===== config.mk =====
export PLATFORM = sky130hd
export DESIGN_NAME = ptw_dmem_port_arb
export DESIGN_NICKNAME = d
export VERILOG_FILES = /design/src/rtl/ptw_dmem_port_arb.sv
export SDC_FILE = /design/constraint.sdc
export NUM_CORES = 1
export LEC_CHECK = 0
export CAP_MARGIN = 25
export CORE_AREA = 2 2 162 164
export CTS_CLUSTER_DIAMETER = 50
export DETAILED_ROUTE_END_ITERATION = 7
export DIE_AREA = 0 0 164 166
export PLACE_DENSITY_LB_ADDON = 0.1
export RECOVER_POWER = 50
export SLEW_MARGIN = 15
export SYNTH_ARGS = -nofsm -noshare
export SYNTH_HDL_FRONTEND = slang
export SYNTH_SLANG_ARGS = --single-unit
export TNS_END_PERCENT = 20

===== constraint.sdc =====
create_clock -name clk_i -period 2 [get_ports clk_i]
set_clock_uncertainty 0.15 [all_clocks]
set_input_delay 0.4 -clock clk_i [delete_from_list [all_inputs] [get_ports clk_i]]
set_output_delay 0.4 -clock clk_i [all_outputs]
set_load 0.005 [all_outputs]

===== src/rtl/ptw_dmem_port_arb.sv =====
// rtl/ptw_dmem_port_arb.sv - shares one dcache port between the PTW and the LSU, one access in flight
// PTW has priority; the LSU is forced through after STARVE_MAX consecutive PTW wins while it waits.
module ptw_dmem_port_arb #(
  parameter int ADDR_W     = 40,
  parameter int DATA_W     = 64,
  parameter int STARVE_MAX = 8
) (
  input  logic              clk_i,
  input  logic              rst_i,
  input  logic              ptw_req_valid_i,
  input  logic [ADDR_W-1:0] ptw_req_addr_i,
  input  logic [4:0]        ptw_req_cmd_i,
  input  logic [3:0]        ptw_req_typ_i,
  output logic              ptw_ready_o,
  output logic              ptw_resp_valid_o,
  output logic              ptw_resp_nack_o,
  input  logic              lsu_req_valid_i,
  input  logic [ADDR_W-1:0] lsu_req_addr_i,
  input  logic [4:0]        lsu_req_cmd_i,
  input  logic [3:0]        lsu_req_typ_i,
  input  logic [DATA_W-1:0] lsu_req_data_i,
  output logic              lsu_ready_o,
  output logic              lsu_resp_valid_o,
  output logic              lsu_resp_nack_o,
  output logic [DATA_W-1:0] resp_data_o,
  output logic              dmem_req_valid_o,
  output logic [ADDR_W-1:0] dmem_req_addr_o,
  output logic [4:0]        dmem_req_cmd_o,
  output logic [3:0]        dmem_req_typ_o,
  output logic [DATA_W-1:0] dmem_req_data_o,
  output logic              dmem_req_phys_o,
  input  logic              dmem_ready_i,
  input  logic              dmem_resp_valid_i,
  input  logic              dmem_resp_nack_i,
  input  logic [DATA_W-1:0] dmem_resp_data_i,
  output logic              spurious_resp_o
);
  localparam int CNT_W = $clog2(STARVE_MAX + 1);

  typedef enum logic [1:0] {IDLE, BUSY_PTW, BUSY_LSU} state_e;

  state_e             state_q, state_d;
  logic [CNT_W-1:0]   starve_cnt_q, starve_cnt_d;
  logic               grant_ptw, grant_lsu, accept, resp_any;

  always_comb begin
    state_d          = state_q;
    starve_cnt_d     = starve_cnt_q;
    grant_ptw        = 1'b0;
    grant_lsu        = 1'b0;
    accept           = 1'b0;
    resp_any         = dmem_resp_valid_i | dmem_resp_nack_i;
    ptw_ready_o      = 1'b0;
    ptw_resp_valid_o = 1'b0;
    ptw_resp_nack_o  = 1'b0;
    lsu_ready_o      = 1'b0;
    lsu_resp_valid_o = 1'b0;
    lsu_resp_nack_o  = 1'b0;
    resp_data_o      = '0;
    dmem_req_valid_o = 1'b0;
    dmem_req_addr_o  = '0;
    dmem_req_cmd_o   = '0;
    dmem_req_typ_o   = '0;
    dmem_req_data_o  = '0;
    dmem_req_phys_o  = 1'b0;
    spurious_resp_o  = 1'b0;

    // Outputs are held at zero while reset is asserted, even though the grant is combinational.
    if (!rst_i) begin
      case (state_q)
        IDLE: begin
          grant_lsu = lsu_req_valid_i &&
                      (starve_cnt_q == CNT_W'(STARVE_MAX) || !ptw_req_valid_i);
          grant_ptw = ptw_req_valid_i && !grant_lsu;
          accept    = (grant_ptw || grant_lsu) && dmem_ready_i;
          spurious_resp_o = resp_any;
          if (grant_ptw) begin
            dmem_req_valid_o = 1'b1;
            dmem_req_addr_o  = ptw_req_addr_i;
            dmem_req_cmd_o   = ptw_req_cmd_i;
            dmem_req_typ_o   = ptw_req_typ_i;
            dmem_req_phys_o  = 1'b1;
            ptw_ready_o      = dmem_ready_i;
          end else if (grant_lsu) begin
            dmem_req_valid_o = 1'b1;
            dmem_req_addr_o  = lsu_req_addr_i;
            dmem_req_cmd_o   = lsu_req_cmd_i;
            dmem_req_typ_o   = lsu_req_typ_i;
            dmem_req_data_o  = lsu_req_data_i;
            lsu_ready_o      = dmem_ready_i;
          end
          if (accept) begin
            state_d = grant_ptw ? BUSY_PTW : BUSY_LSU;
            if (grant_lsu)
              starve_cnt_d = '0;
            else if (lsu_req_valid_i && starve_cnt_q != CNT_W'(STARVE_MAX))
              starve_cnt_d = starve_cnt_q + CNT_W'(1);
          end
        end
        BUSY_PTW: begin
          resp_data_o      = dmem_resp_data_i;
          ptw_resp_nack_o  = dmem_resp_nack_i;
          ptw_resp_valid_o = dmem_resp_valid_i && !dmem_resp_nack_i;
          if (resp_any) state_d = IDLE;
        end
        BUSY_LSU: begin
          resp_data_o      = dmem_resp_data_i;
          lsu_resp_nack_o  = dmem_resp_nack_i;
          lsu_resp_valid_o = dmem_resp_valid_i && !dmem_resp_nack_i;
          if (resp_any) state_d = IDLE;
        end
        default: state_d = IDLE;
      endcase
    end
  end

  always_ff @(posedge clk_i or posedge rst_i) begin
    if (rst_i) begin
      state_q      <= IDLE;
      starve_cnt_q <= '0;
    end else begin
      state_q      <= state_d;
      starve_cnt_q <= starve_cnt_d;
    end
  end
endmodule


## Word-level counts from Yosys, hierarchy flattened

Index checks and enable logic that the tools add are counted.

- Register bits: 6
- Input bits: 233
- Output and inout bits: 186
- Word-level logic and storage cells: 74

- Add/subtract/negate cells: 1
- Eq/ne operators: 6
- Multiplexer cells: 48
- Bitwise gates (word level): 2
- Reductions and logical operators: 15

Operators with widths:

| kind | number |
|---|---|
| 2-to-1 mux 64 bit | 6 |
| 2-to-1 mux 40 bit | 4 |
| 2-to-1 mux 1 bit | 24 |
| 2-to-1 mux 4 bit | 6 |
| 2-to-1 mux 5 bit | 4 |
| 2-to-1 mux 2 bit | 3 |
| logical AND 1 bit | 5 |
| adder 4 x 1 -> 4 bit, second input constant | 1 |
| equality test 4 bit, second input constant | 1 |
| inequality test 4 bit, second input constant | 1 |
| one-hot mux 2 bit (2 select lines) | 1 |
| AND reduction 4 bit | 1 |
| zero test 1 bit | 3 |
| AND reduction 3 bit | 1 |
| equality test 2 x 1 -> 1 bit, second input constant | 1 |
| equality test 2 bit, second input constant | 1 |
| zero test 2 bit | 1 |
| logical OR 1 bit | 2 |
| inequality test 2 x 1 -> 1 bit, second input constant | 1 |
| inequality test 2 bit, second input constant | 1 |
| nonzero test 2 bit | 1 |
| OR reduction 2 bit | 1 |
| inverter 1 bit | 1 |
| OR 1 bit | 1 |

## Logic depth before layout (Yosys ltp)

Gate-level depths: netlist of run 1.

- Depth in word-level cells: 9
- Mapped depth: 8
- Gate-level depth less buffers: 5

## Least setup slack after synthesis of run 1

Ideal clock, no wire load.

- Kind: register -> output
- Start: register state_q[0]
- End: output dmem_req_addr_o[25]
- Arrival: 1.439 ns
- Data required time: 1.450 ns
- Setup slack: 0.011 ns
- Cell stages (with the launch flop): 9
- Path buffers: 3
- Path through: dfrtp_1 > inv_1 > ha_1 > nor2b_1 > buf_4 > buf_6 > buf_4 > nand2_1 > o22ai_1

- Word-level cells in the longest chain between the ends: 3

RTL lines:

| what | line | source |
|---|---|---|
| from (decl) | 42 | `state_e state_q, state_d;` |
| from (signal assigned) | 122 | `state_q <= state_d;` |
| zero test 2 bit | 70 | `case (state_q)` |
| 2-to-1 mux 40 bit | 70 |  |
| 2-to-1 mux 40 bit | 69 | `if (!rst_i) begin` |
| to (decl) | 27 | `output logic [ADDR_W-1:0] dmem_req_addr_o,` |

No other way between the ends.

## Final worst setup path of run 1

- Start: register starve_cnt_q[1]
- End: output dmem_req_data_o[21]

- Word-level cells in the longest chain between the ends: 8
- Elaborated cells on any way between the ends: 9
- Those cells by class: 1 x eq/ne; 4 x mux; 4 x reduce/logical

RTL lines:

| what | line | source |
|---|---|---|
| from (decl) | 43 | `logic [CNT_W-1:0] starve_cnt_q, starve_cnt_d;` |
| from (signal assigned) | 123 | `starve_cnt_q <= starve_cnt_d;` |
| equality test 4 bit * | 73 | `(starve_cnt_q == CNT_W'(STARVE_MAX) \|\| !ptw_req_valid_i);` |
| logical OR 1 bit * | 73 |  |
| logical AND 1 bit * | 72 | `grant_lsu = lsu_req_valid_i &&` |
| zero test 1 bit | 74 | `grant_ptw = ptw_req_valid_i && !grant_lsu;` |
| logical AND 1 bit | 74 |  |
| 2-to-1 mux 64 bit * | 77 | `if (grant_ptw) begin` |
| 2-to-1 mux 64 bit * | 70 |  |
| 2-to-1 mux 64 bit * | 69 |  |
| to (decl) | 30 | `output logic [DATA_W-1:0] dmem_req_data_o,` |

Every way passes the cells marked *; elsewhere a longest branch is shown, timed or not.

==> out/metrics.csv, run 1 <==
metric;value;unit
wire per inst;18.37;um
cell at the slowest stage of the critical path;dfrtp_1;
slew margin rel.;0.7431;
switch share;0.3865;
Clock Path Buffers;2;
share of cells above drive strength 1;0.4606;
net load switching power;2.423;mW
clock network fraction of design power;0.051;
Power Density;755.5;mW/mm^2
final setup margin;-0.4349;ns
Final Hold Viols;0;
most used cell, CP;buf_6;
Hold Crit Class;reg -> reg;
CTS H-tree lvls;1;
Syn Std Cell Area;0.002216;mm^2
Initial Util;0.08650;
WL final;22.02;mm
CP arrival;1.88;ns
Comb pwr share;0.915;
CTS Hold Bufs;0;
Post-synth EDFFs;0;
Area contributors post-synth;and3_1 (19%), and2_1 (18%), nand2_1 (17%), o22ai_1 (15%), dfrtp_1 (6.8%);
most frequent cells after synthesis;nand2_1 (101), and3_1 (67), and2_1 (64), o22ai_1 (52), clkbuf_1 (16);
CTS tree;done;
crit path cell chain;inv_2 -> ha_4 -> nand3b_4 -> a21oi_4 -> buf_6 -> clkbuf_16 -> buf_6 -> and3_4 -> buf_6;
failing checks;negative setup slack;
DRT iter0 DRCs;158;
largest net degree at the start of global routing;50;
syn avg cell area;5.893;um^2
Crit Path Max Fanout;6;
PortBufs;418;
Worst R2R Start;state_q[0];
Clock Sinks;6;
Worst Setup EP;dmem_req_data_o[21];
number of max-cap violations;0;
Die H;166;um
async set-or-reset flop fraction in the synthesized netlist;1.000;
Critical Path RT;1.45;ns
Placer Congestion;0.8779;
Total Routing Usage GR;0.1319;
final setup vio count;180;
Detailed Routing Iterations Pass 1;4;
Die X;164;um
share of the synthesized area in the top cell type;0.1892;
Crit path largest cell delay;0.38;ns
Synth cell types;32;
I/O Pins;419;
total grt overflow;0;
Inst Count DP;1126;
row cnt;59;
Worst Setup SP;starve_cnt_q[1];
post-DP HPWL;15.31;mm
Root Buffer;clkbuf_16;
Clock Pin Slew Worst Setup and Hold Paths;0.03;ns
post-synth top area cell;and3_1;
first-pass GRT wire length;27.61;mm
post-route insts no fill;1199;
R2R Setup Slk;0.15;ns
number of global-route vias before repair;4615;
Slew Limit Fails;0;
startpoint types;flip-flop;
most common cell in the netlist;nand2_1;
syn nets;614;
flops & latches, synth;6;
DR DRC count;0;
Final ANT Viol Nets;0;
sequential share of the synthesized area;0.06776;
Reg2Reg Depth;7;
crit end category;output pin;
Slew @ Worst Pin;0.3853;ns
sequential power share;0.034;
max frequency;410.7;MHz
P&R area growth vs syn;274.5;%
Int Pwr;3.847;mW
post-placement cell area;0.007061;mm^2
Die Footprint;0.02722;mm^2
RSZ-0062 raised after global routing;true;
Final #Nets;1104;
top_reg_cell synth;dfrtp_1;
Setup TNS Final;-56.34;ns
Ant. Diodes;0;
via count;4707;
vias per cell;3.926;
outcome;finished with violations;
latest clock arrival within the worst-skew pair;0.22;ns
crit path kind;reg -> out;
design area;0.008299;mm^2
Mapped Cells;376;
Min Clock Period, post-route;2.435;ns
Ys Warns;0;
period utilisation layout;1.217;
Design Power;6.270;mW
endpoint of the worst register-to-register path;starve_cnt_q[3];
TritonCTS Buffers;3;
Leak Pwr;3.813;nW
initial antenna violation count;0;
maximum vdd drop;0.4073;mV
core area;0.02562;mm^2
==> sequential cells by signal, summed over array words and instances (netlist names) <==
register	flops
state_q	2
starve_cnt_q	4
==> worst min-delay path by stage <==
stage / cells after the start / start / end
2_1_floorplan: 1 / rst_i / starve_cnt_q[0]
3_3_place_gp: 1 / starve_cnt_q[2] / starve_cnt_q[2]
3_5_place_dp: 1 / starve_cnt_q[2] / starve_cnt_q[2]
4_1_cts: 1 / starve_cnt_q[2] / starve_cnt_q[2]
5_1_grt: 1 / starve_cnt_q[2] / starve_cnt_q[2]
6_report: 1 / starve_cnt_q[2] / starve_cnt_q[2]
==> routing by layer <==
layer / GRT usage / vias to the layer above / wire, um / share of wire
li1: - / 2282 / - / -
met1: 0.1351 / 2204 / 8215 / 0.37
met2: 0.2689 / 205 / 12160 / 0.55
met3: 0.02722 / 16 / 1317 / 0.060
met4: 0.02517 / 0 / 331 / 0.015
met5: 0 / - / 0 / 0
==> through the flow <==
step,utilization,hold WS (ns),setup WS (ns)
5_1_grt,0.3240,0.4205,-0.4994
2_1_floorplan,-,0.05945,0.01133
4_1_cts,0.2894,0.3808,-0.6768
6_report,0.3240,0.3778,-0.4349
3_3_place_gp,0.2756,0.3682,-0.7772
3_5_place_dp,0.2756,0.3786,-0.7740
==> cells in the final DEF (no fill, tap or decap), types with 4 or more instances in the layout <==
cell             synthesis  final
inv_1                    8      4
nand2_1                101     91
and3_4                   0     30
o22ai_1                 52     28
nand2_2                  0      8
buf_16                   0      8
buf_4                   10     40
and3_1                  67     37
clkdlybuf4s15_2          0     31
o22ai_2                  0     24
clkbuf_2                 0     19
inv_2                    1      5
and2_1                  64     46
clkbuf_16                0     18
buf_6                    1     73
dfrtp_1                  6      6
and2_4                   0     18
clkdlybuf4s50_1          0    228
buf_2                   15     85
buf_8                    0      5
buf_12                   0     15
==> layout make-up <==
| cell class | instances | area, um^2 |
|---|---|---|
| multi-input cells | 319 | 2298 |
| repair buffers | 527 | 5323 |
| well taps | 335 | 419.2 |
| flip-flops and latches | 6 | 150.1 |
| fillers | 2708 | 17320 |
| inverters | 9 | 33.78 |
| clock buffers | 3 | 75.07 |
==> critical path: cells and delay by family, from the launching register on <==
kind | cells | cell delay [ns]
flip-flops | 1 | 0.38
AND/OR/NAND/NOR | 2 | 0.27
AO/OA/AOI/OAI | 1 | 0.31
buffers and inverters | 5 | 0.55
adder cells (fa/ha/maj) | 1 | 0.15
==> power groups by stage <==
stage / Sequential [mW] / Clock [mW] / Combinational, mW
4_1_cts: 0.215 / 0.325 / 4.71
5_1_grt: 0.221 / 0.337 / 6.16
3_3_place_gp: 0.207 / 0 / 4.19
3_5_place_dp: 0.210 / 0 / 4.19
6_report: 0.215 / 0.318 / 5.74
2_1_floorplan: 0.206 / 0 / 1.63
==> cells by family (layout without fill, tap and decap cells) <==
group	Yosys count	in the layout	share of synthesized area
simple gates	247	247	0.5963
fa+ha+maj	5	5	0.02823
buf+inv	51	539	0.1152
compound gates	67	67	0.1925
flops	6	6	0.06776
==> timing repair <==
item / CTS / global route
setup endpoints to repair: 187 / 186
gates cloned: 7 / 19
gates resized for setup: 530 / 306
buffers inserted: 13 / 33
pin swaps: 7 / 56
Power figures use the tool's default switching activity.
==> run 2, diff against run 1 <==
Settings changed: GPL_ROUTABILITY_DRIVEN set to 1.
==> results of run 2 <==
Final layout, timing and power as in run 1 (identical DEF).
